===== src/rtl/imem_ctrl.sv =====
// Instruction memory access controller: shares one memory port between fetch reads and loader writes.
// Build option IMEM_BOOTLOAD_EN enables the BOOT phase and the loader port; otherwise fetch only.
module imem_ctrl #(
    parameter int unsigned IDX_W     = 8,
    parameter logic [31:0] NOP_INSTR = 32'h0000_0013
) (
    input  logic             clk,
    input  logic             rst_n,
    input  logic             f_req,
    input  logic [31:0]      f_addr,
    output logic             f_gnt,
    output logic             f_rvalid,
    output logic [31:0]      f_rdata,
    output logic             f_err,
    input  logic             l_req,
    input  logic [31:0]      l_addr,
    input  logic [31:0]      l_wdata,
    output logic             l_gnt,
    input  logic             l_done,
    output logic             l_err,
    output logic             cpu_hold,
    output logic [IDX_W-1:0] m_idx,
    output logic             m_we,
    output logic [31:0]      m_wdata,
    input  logic [31:0]      m_rdata,
    output logic             dbg_state_o
);

    typedef enum logic {
        ST_BOOT = 1'b0,
        ST_RUN  = 1'b1
    } state_e;

    function automatic logic addr_legal(input logic [31:0] a);
        return (a[1:0] == 2'b00) && (a[31:IDX_W+2] == '0);
    endfunction

    state_e           state_q, state_d;
    logic             last_l_q, last_l_d;
    logic             f_rvalid_q;
    logic [31:0]      f_rdata_q;
    logic             f_err_q;
    logic             l_err_q;
    logic             l_req_eff;
    logic             l_legal;
    logic             f_legal;
    logic [IDX_W-1:0] f_idx;
    logic [IDX_W-1:0] l_idx;
    logic             boot_exit;

    assign f_legal = addr_legal(f_addr);
    assign f_idx   = f_addr[IDX_W+1:2];

`ifdef IMEM_BOOTLOAD_EN
    localparam state_e RESET_STATE = ST_BOOT;
    assign l_req_eff = l_req;
    assign l_legal   = addr_legal(l_addr);
    assign l_idx     = l_addr[IDX_W+1:2];
    assign boot_exit = l_done;
`else
    // Loader port is dead: only its data lane still reaches m_wdata.
    localparam state_e RESET_STATE = ST_RUN;
    logic unused_loader;
    assign unused_loader = ^{l_req, l_addr, l_done};
    assign l_req_eff = 1'b0;
    assign l_legal   = 1'b0;
    assign l_idx     = '0;
    assign boot_exit = 1'b1;
`endif

    // last_l_q=1 means the loader won most recently, so fetch wins the next tie.
    always_comb begin
        state_d  = state_q;
        last_l_d = last_l_q;
        f_gnt    = 1'b0;
        l_gnt    = 1'b0;
        cpu_hold = 1'b0;
        case (state_q)
            ST_BOOT: begin
                cpu_hold = 1'b1;
                l_gnt    = l_req_eff;
                if (boot_exit) begin
                    state_d = ST_RUN;
                end
            end
            default: begin
                if (f_req && l_req_eff) begin
                    f_gnt = last_l_q;
                    l_gnt = !last_l_q;
                end else begin
                    f_gnt = f_req;
                    l_gnt = l_req_eff;
                end
            end
        endcase
        if (l_gnt) begin
            last_l_d = 1'b1;
        end else if (f_gnt) begin
            last_l_d = 1'b0;
        end
    end

    assign m_idx   = l_gnt ? l_idx : f_idx;
    assign m_we    = l_gnt && l_legal;
    assign m_wdata = l_wdata;

    always_ff @(posedge clk or negedge rst_n) begin
        if (!rst_n) begin
            state_q    <= RESET_STATE;
            last_l_q   <= 1'b1;
            f_rvalid_q <= 1'b0;
            f_rdata_q  <= '0;
            f_err_q    <= 1'b0;
            l_err_q    <= 1'b0;
        end else begin
            state_q    <= state_d;
            last_l_q   <= last_l_d;
            f_rvalid_q <= f_gnt;
            l_err_q    <= l_gnt && !l_legal;
            if (f_gnt) begin
                f_rdata_q <= f_legal ? m_rdata : NOP_INSTR;
                f_err_q   <= !f_legal;
            end
        end
    end

    assign f_rvalid    = f_rvalid_q;
    assign f_rdata     = f_rdata_q;
    assign f_err       = f_err_q;
    assign l_err       = l_err_q;
    assign dbg_state_o = state_q;

endmodule


===== config.mk =====
export PLATFORM = sky130hd
export DESIGN_NAME = imem_ctrl
export DESIGN_NICKNAME = d
export VERILOG_FILES = /design/src/rtl/imem_ctrl.sv
export SDC_FILE = /design/constraint.sdc
export NUM_CORES = 1
export LEC_CHECK = 0
export CELL_PAD_IN_SITES_DETAIL_PLACEMENT = 2
export CELL_PAD_IN_SITES_GLOBAL_PLACEMENT = 2
export CORE_MARGIN = 3
export CORE_UTILIZATION = 16
export DETAILED_ROUTE_END_ITERATION = 8
export PLACE_DENSITY_LB_ADDON = 0.08
export SKIP_LAST_GASP = 1
export SYNTH_ARGS = -nofsm -noshare
export SYNTH_HDL_FRONTEND = slang
export SYNTH_SLANG_ARGS = --single-unit

===== constraint.sdc =====
create_clock -name clk -period 2.55 [get_ports clk]
set_clock_uncertainty 0.2 [all_clocks]
set_input_delay 0.51 -clock clk [delete_from_list [all_inputs] [get_ports clk]]
set_output_delay 0.51 -clock clk [all_outputs]
set_load 0.01 [all_outputs]

==> results of run 1 <==
cells in the final DEF (no fill, tap or decap), types with 2 or more instances in the layout:
master / netlist / final
clkdlybuf4s50_1: 0 / 91
inv_1: 58 / 58
dfrtp_1: 34 / 34
o32ai_2: 29 / 29
conb_1: 2 / 5
clkbuf_16: 0 / 5
buf_4: 46 / 4
nor4_2: 3 / 3
o32a_2: 3 / 3
buf_2: 5 / 2
worst paths after layout:
kind / end / slack [ns]
max in group asynchronous: f_rdata[12] / 1.71
setup reg to reg: f_err / 1.66
hold reg to reg: f_rdata[4] / 0.30
min in group clk: f_rdata[4] / 0.30
hold / removal: f_rdata[19] / 0.08
setup / recovery: f_rdata[15] / 0.45
cells in the mapped netlist (all sizes together):
| cell | number | area (um^2) |
|---|---|---|
| buf | 54 | 404 |
| dfrtp | 34 | 851 |
| nor2 | 1 | 3.75 |
| inv | 58 | 218 |
| clkbuf | 2 | 7.51 |
| nand4 | 1 | 12.5 |
| nand3 | 1 | 5.00 |
| nor4b | 1 | 15.0 |
| o32a | 3 | 33.8 |
| nor4 | 4 | 43.8 |
| o32ai | 29 | 472 |
| o22a | 1 | 8.76 |
| nor3 | 1 | 5.00 |
| conb | 2 | 7.51 |
cell families after synthesis:
family,share of synthesized area (%)
buffers and inverters,30.2
DFF,40.8
AOI/OAI and AO/OA,24.6
and+or+nand+nor,4.08
other,0.360
routing by layer:
layer / vias to the layer above / share of wire [%]
met5: - / 0
met4: 0 / 2.3
met3: 30 / 9.2
met2: 64 / 50
met1: 753 / 38
li1: 673 / -
final cells by class:
cell class	count	area (um^2)	share of cell area [%]
clock buffers	5	125	4.14
clock inverters	3	21.3	0.703
flip-flops and latches	34	851	28.1
repair buffers	98	971	32.1
well taps	172	215	7.12
inverters	58	218	7.20
multi-input cells	47	623	20.6
flip-flops by register name, indices dropped and copies added (netlist names):
name,cells
f_rdata,32
f_err,1
f_rvalid,1
critical path, delay by kind of cell:
family / cells / cell delay, ns
buffers and inverters: 2 / 0.72
and+or+nand+nor: 2 / 0.55
AOI/OAI and AO/OA: 1 / 0.28
through the flow:
step | util, % | setup WS, ns
2_1_floorplan | - | 0.833
3_3_place_gp | 22.7 | 0.167
3_5_place_dp | 22.7 | 0.143
4_1_cts | 23.9 | 0.423
5_1_grt | 23.9 | 0.365
6_report | 23.9 | 0.454
power by group through the flow:
stage,Combinational [uW],Sequential (uW),Clock (uW)
final,151,540,608
after global routing,164,540,665
after CTS,155,540,645
after detailed placement,154,550,0
after global placement,153,550,0
after floorplan,108,551,0
==> impl_metrics.yaml, run 1 <==
worst_setup_path:
  startpoint_type: "input pin"
  crit_chain: "clkdlybuf4s50_1, nor4_2, nand4_2, buf_4, o32ai_2"
  rr_worst_depth: 1
  critical_path_required_ns: 2.53
  cp.arrival_ns: 2.07
  max_stage_delay_ns: 0.43
  slowest_stage: "clkdlybuf4s50_1"
  timing.rr.start: "f_err"
  crit_path_end_kind: "flop"
  worstSetupPathType: "in -> reg"
  path_max_fanout: 15
  critPathLaunch: "f_addr[0]"
sta:
  rsz0062_at_grt: "no"
  slew_headroom_pct: 60.0
  finalWorstPathRequiredPeriod_ns: 2.10
  fin_setup_tns_ns: 0
  worstMarginPinSlew_ns: 0.601
  drv_slew: 0
  finalSetupViolations: 0
  hold_violations: 0
  max_freq_ghz: 0.477
  post-route-period-util_pct: 82.2
  holdWs_ns: 0.0835
routing:
  wl_per_cell_um: 15.8
  vias_per_cell: 3.65
  drc: 0
  drt-initial-drc-count: 53
  vias: 1520
  antenna_left: 0
  routed_wl_um: 6580
  dr.pass1.iters: 4
floorplan:
  rows: 41
  core_um2: 12700
  die_area_um2: 14500
  die_h_um: 120
  fp.dieW_um: 120
  ios: 213
  start_util_pct: 16.5
cts:
  hold_buffers: 0
  clk_latency_ns: 0.28
  tritoncts: "yes"
  h-tree-depth: 2
  root_buffer: "clkbuf_16"
  post_cts_buffers: 0
  cts_resized: 0
  cts_buffer_depth: 2
  cts_buffers: 5
  clkTransAtPathRegs_ns: 0.06
  cts.sinks: 34
layout:
  num-nets-final: 377
  fin_cells: 417
  num-fill-cells: 1415
  antennaDiodeCount: 0
  fin_area_um2: 3020
  area_delta_synth_final_pct: 44.9
  layout-drive-gt1-share_pct: 21.6
global_routing:
  grt_first_pass_wirelength_um: 10200
  grt-ovfl-total: 0
  grt_usage_pct: 9.14
  antenna_found_initial: 0
  first_global_vias: 1732
  use_met1_pct: 10.3
  use_met2_pct: 15.8
  grt_use_met3_pct: 3.70
  grt_max_degree: 35
  top_usage_layer: "met2"
power:
  leakage_uw: 0.00116
  total_power_uw: 1300
  p_sw_uw: 306
  switching_share_pct: 23.5
  p_clk_share_pct: 46.8
  p_seq_share_pct: 41.6
  ir_drop_v: 0.000234
  intPower_uw: 993
  power.density_nw_per_um2: 430
  comb_power_share_pct: 11.6
yosys:
  synth-seq-cells: 34
  ys_seq_area_share_pct: 40.8
  avgSynthCellArea_um2: 10.9
  synthCells: 192
  synth_cell_types: 17
  netlist_area_um2: 2090
  yosysWarnings: 0
placed_design:
  dp_cells: 409
  placed_area_um2: 2880
  hpwl_um: 4620
  place_congestion: 0.617
  port_buffers: 93
worst_hold_path:
  min_path_type: "in -> async"
job:
  drv_cap: 0
run_status:
  status: "finished, final reports clean"
Note: power is estimated with default switching activity, not from simulation.
==> inputs of run 2 (changes only) <==
--- a/config.mk
+++ b/config.mk
@@ -8,7 +8,7 @@
 export CELL_PAD_IN_SITES_DETAIL_PLACEMENT = 2
 export CELL_PAD_IN_SITES_GLOBAL_PLACEMENT = 2
 export CORE_MARGIN = 3
-export CORE_UTILIZATION = 16
+export CORE_UTILIZATION = 15
 export DETAILED_ROUTE_END_ITERATION = 8
 export PLACE_DENSITY_LB_ADDON = 0.08
 export SKIP_LAST_GASP = 1
==> constraint.sdc (replaced) <==
create_clock -name clk -period 2.1 [get_ports clk]
set_clock_uncertainty 0.2 [all_clocks]
set_input_delay 0.42 -clock clk [delete_from_list [all_inputs] [get_ports clk]]
set_output_delay 0.42 -clock clk [all_outputs]
set_load 0.01 [all_outputs]
==> run 2 against run 1 <==
Against the previous run: critical endpoint is now f_rdata[4]; core utilization shrank 0.96 points; worst setup slack worse by 0.31 ns; combinational power grew 24%; global-route usage decreased by 0.79 points; design area up 1.5%; die area is 6.3% higher; non-clock buffer count increased by 6; largest power group unchanged; clock power grew 15%; sequential share of layout area is 0.41 points lower; clock-buffer cell count unchanged; register-to-register slack worse by 0.44 ns.
==> impl_metrics.yaml, run 2 (synthesis results as in run 1) <==
global_routing:
  antenna_found_initial: 0
  first_global_vias: 1741
  grt-ovfl-total: 0
  grt_first_pass_wirelength_um: 9750
  grt_max_degree: 35
  grt_usage_pct: 8.35
placed_design:
  place_congestion: 0.627
  hpwl_um: 4610
  placed_area_um2: 2910
  port_buffers: 93
sta:
  fin_setup_tns_ns: 0
  finalSetupViolations: 0
  finalWorstPathRequiredPeriod_ns: 1.96
  drv_slew: 0
  slew_headroom_pct: 60.3
  hold_violations: 0
  post-route-period-util_pct: 93.2
  rsz0062_at_grt: "no"
  worstMarginPinSlew_ns: 0.596
  max_freq_ghz: 0.511
floorplan:
  die_area_um2: 15400
  fp.dieW_um: 124
  die_h_um: 124
  core_um2: 13400
  ios: 213
  rows: 42
  start_util_pct: 15.6
cts:
  tritoncts: "yes"
  clk_latency_ns: 0.27
  cts.sinks: 34
  clkTransAtPathRegs_ns: 0.06
  cts_buffers: 5
  h-tree-depth: 2
  root_buffer: "clkbuf_16"
  cts_buffer_depth: 2
worst_setup_path:
  startpoint_type: "input pin"
  r2r-end: "f_err"
  timing.rr.start: "f_err"
  critical_path_required_ns: 2.06
  reg2reg_slack_ns: 1.22
  rr_worst_depth: 1
  cp.arrival_ns: 1.92
  path_max_fanout: 6
  worstSetupPathType: "in -> reg"
  crit_path_end_kind: "flop"
worst_hold_path:
  min_path_cells: 1
  hold_start: "f_rdata[4]"
  hold_path_end: "f_rdata[4]"
  min_path_type: "reg -> reg"
layout:
  area_delta_synth_final_pct: 47.1
  final_core_utilization_pct: 22.9
  fin_area_um2: 3070
  final_cell_mix: "clkdlybuf4s50_1 (91), inv_1 (58), dfrtp_1 (34), o32ai_2 (29), buf_4 (8)"
  layout-drive-gt1-share_pct: 22.8
  largest_reg_flops: 32
  layout_commonest_cell: "clkdlybuf4s50_1"
  num-nets-final: 383
  antennaDiodeCount: 0
routing:
  antenna_left: 0
  vias_per_cell: 3.54
  dr.pass1.iters: 2
  vias: 1509
  routed_wl_um: 6230
  wl_per_cell_um: 14.6
  drc: 0
  drt-initial-drc-count: 52
power:
  power.density_nw_per_um2: 503
  ir_drop_v: 0.000253
  leakage_uw: 0.00119
  total_power_uw: 1540
job:
  drv_cap: 0
run_status:
  status: "finished, final reports clean"
## run 2: cell type report
type	instances	area [um^2]
tap	176	220
timing repair buffer	104	1020
clock inverter	2	10.0
clock buffer	5	125
fill	1518	10300
multi-input combinational	47	623
inverter	58	218
sequential	34	851
## run 2: how the worst max path moves through the flow
stage | start | depth (start not counted) | endpoint
final | f_addr[1] | 6 | f_rdata[4]
after floorplan | f_addr[1] | 3 | f_rdata[0]
after CTS | f_addr[1] | 5 | f_rdata[14]
after global routing | f_addr[23] | 5 | f_rdata[14]
after detailed placement | f_addr[1] | 5 | f_rdata[14]
after global placement | f_addr[14] | 5 | f_rdata[26]
## run 2: routing by layer
metal / vias to the layer above / track usage (%) / wire [um]
met5: - / 0 / 0
met3: 6 / 3.22 / 557
li1: 691 / - / -
met2: 70 / 12.9 / 2840
met4: 0 / 2.26 / 62
met1: 742 / 10.9 / 2770
## run 2: through the flow
step,worst slack (ns),hold slack [ns],std cells
final,0.142,0.296,426
after detailed placement,-0.260,0.206,416
after floorplan,0.473,-0.0756,195
after CTS,0.0273,0.301,424
after global routing,0.0211,0.309,426
after global placement,-0.229,0.201,416
## run 2: worst max-delay path, stage by stage
cell and delay (ns):
clkdlybuf4s50_1 0.41, nor4_2 0.32, nand4_2 0.10, buf_4 0.18, buf_4 0.13, o32a_2 0.35
## run 2: repair_timing
item                       in CTS  in global routing
hold endpoints to repair       15                  0
resized for setup               0                  1
hold buffers                    1                  0
setup endpoints to repair       0                 22
setup buffers                   0                  2
## run 2: power breakdown
part / internal (uW) / leakage [uW] / switching (uW)
Clock: 428 / 0.0000694 / 272
Sequential: 656 / 0.000452 / 0.236
Combinational: 115 / 0.000664 / 72.3
Total: 1200 / 0.00119 / 345
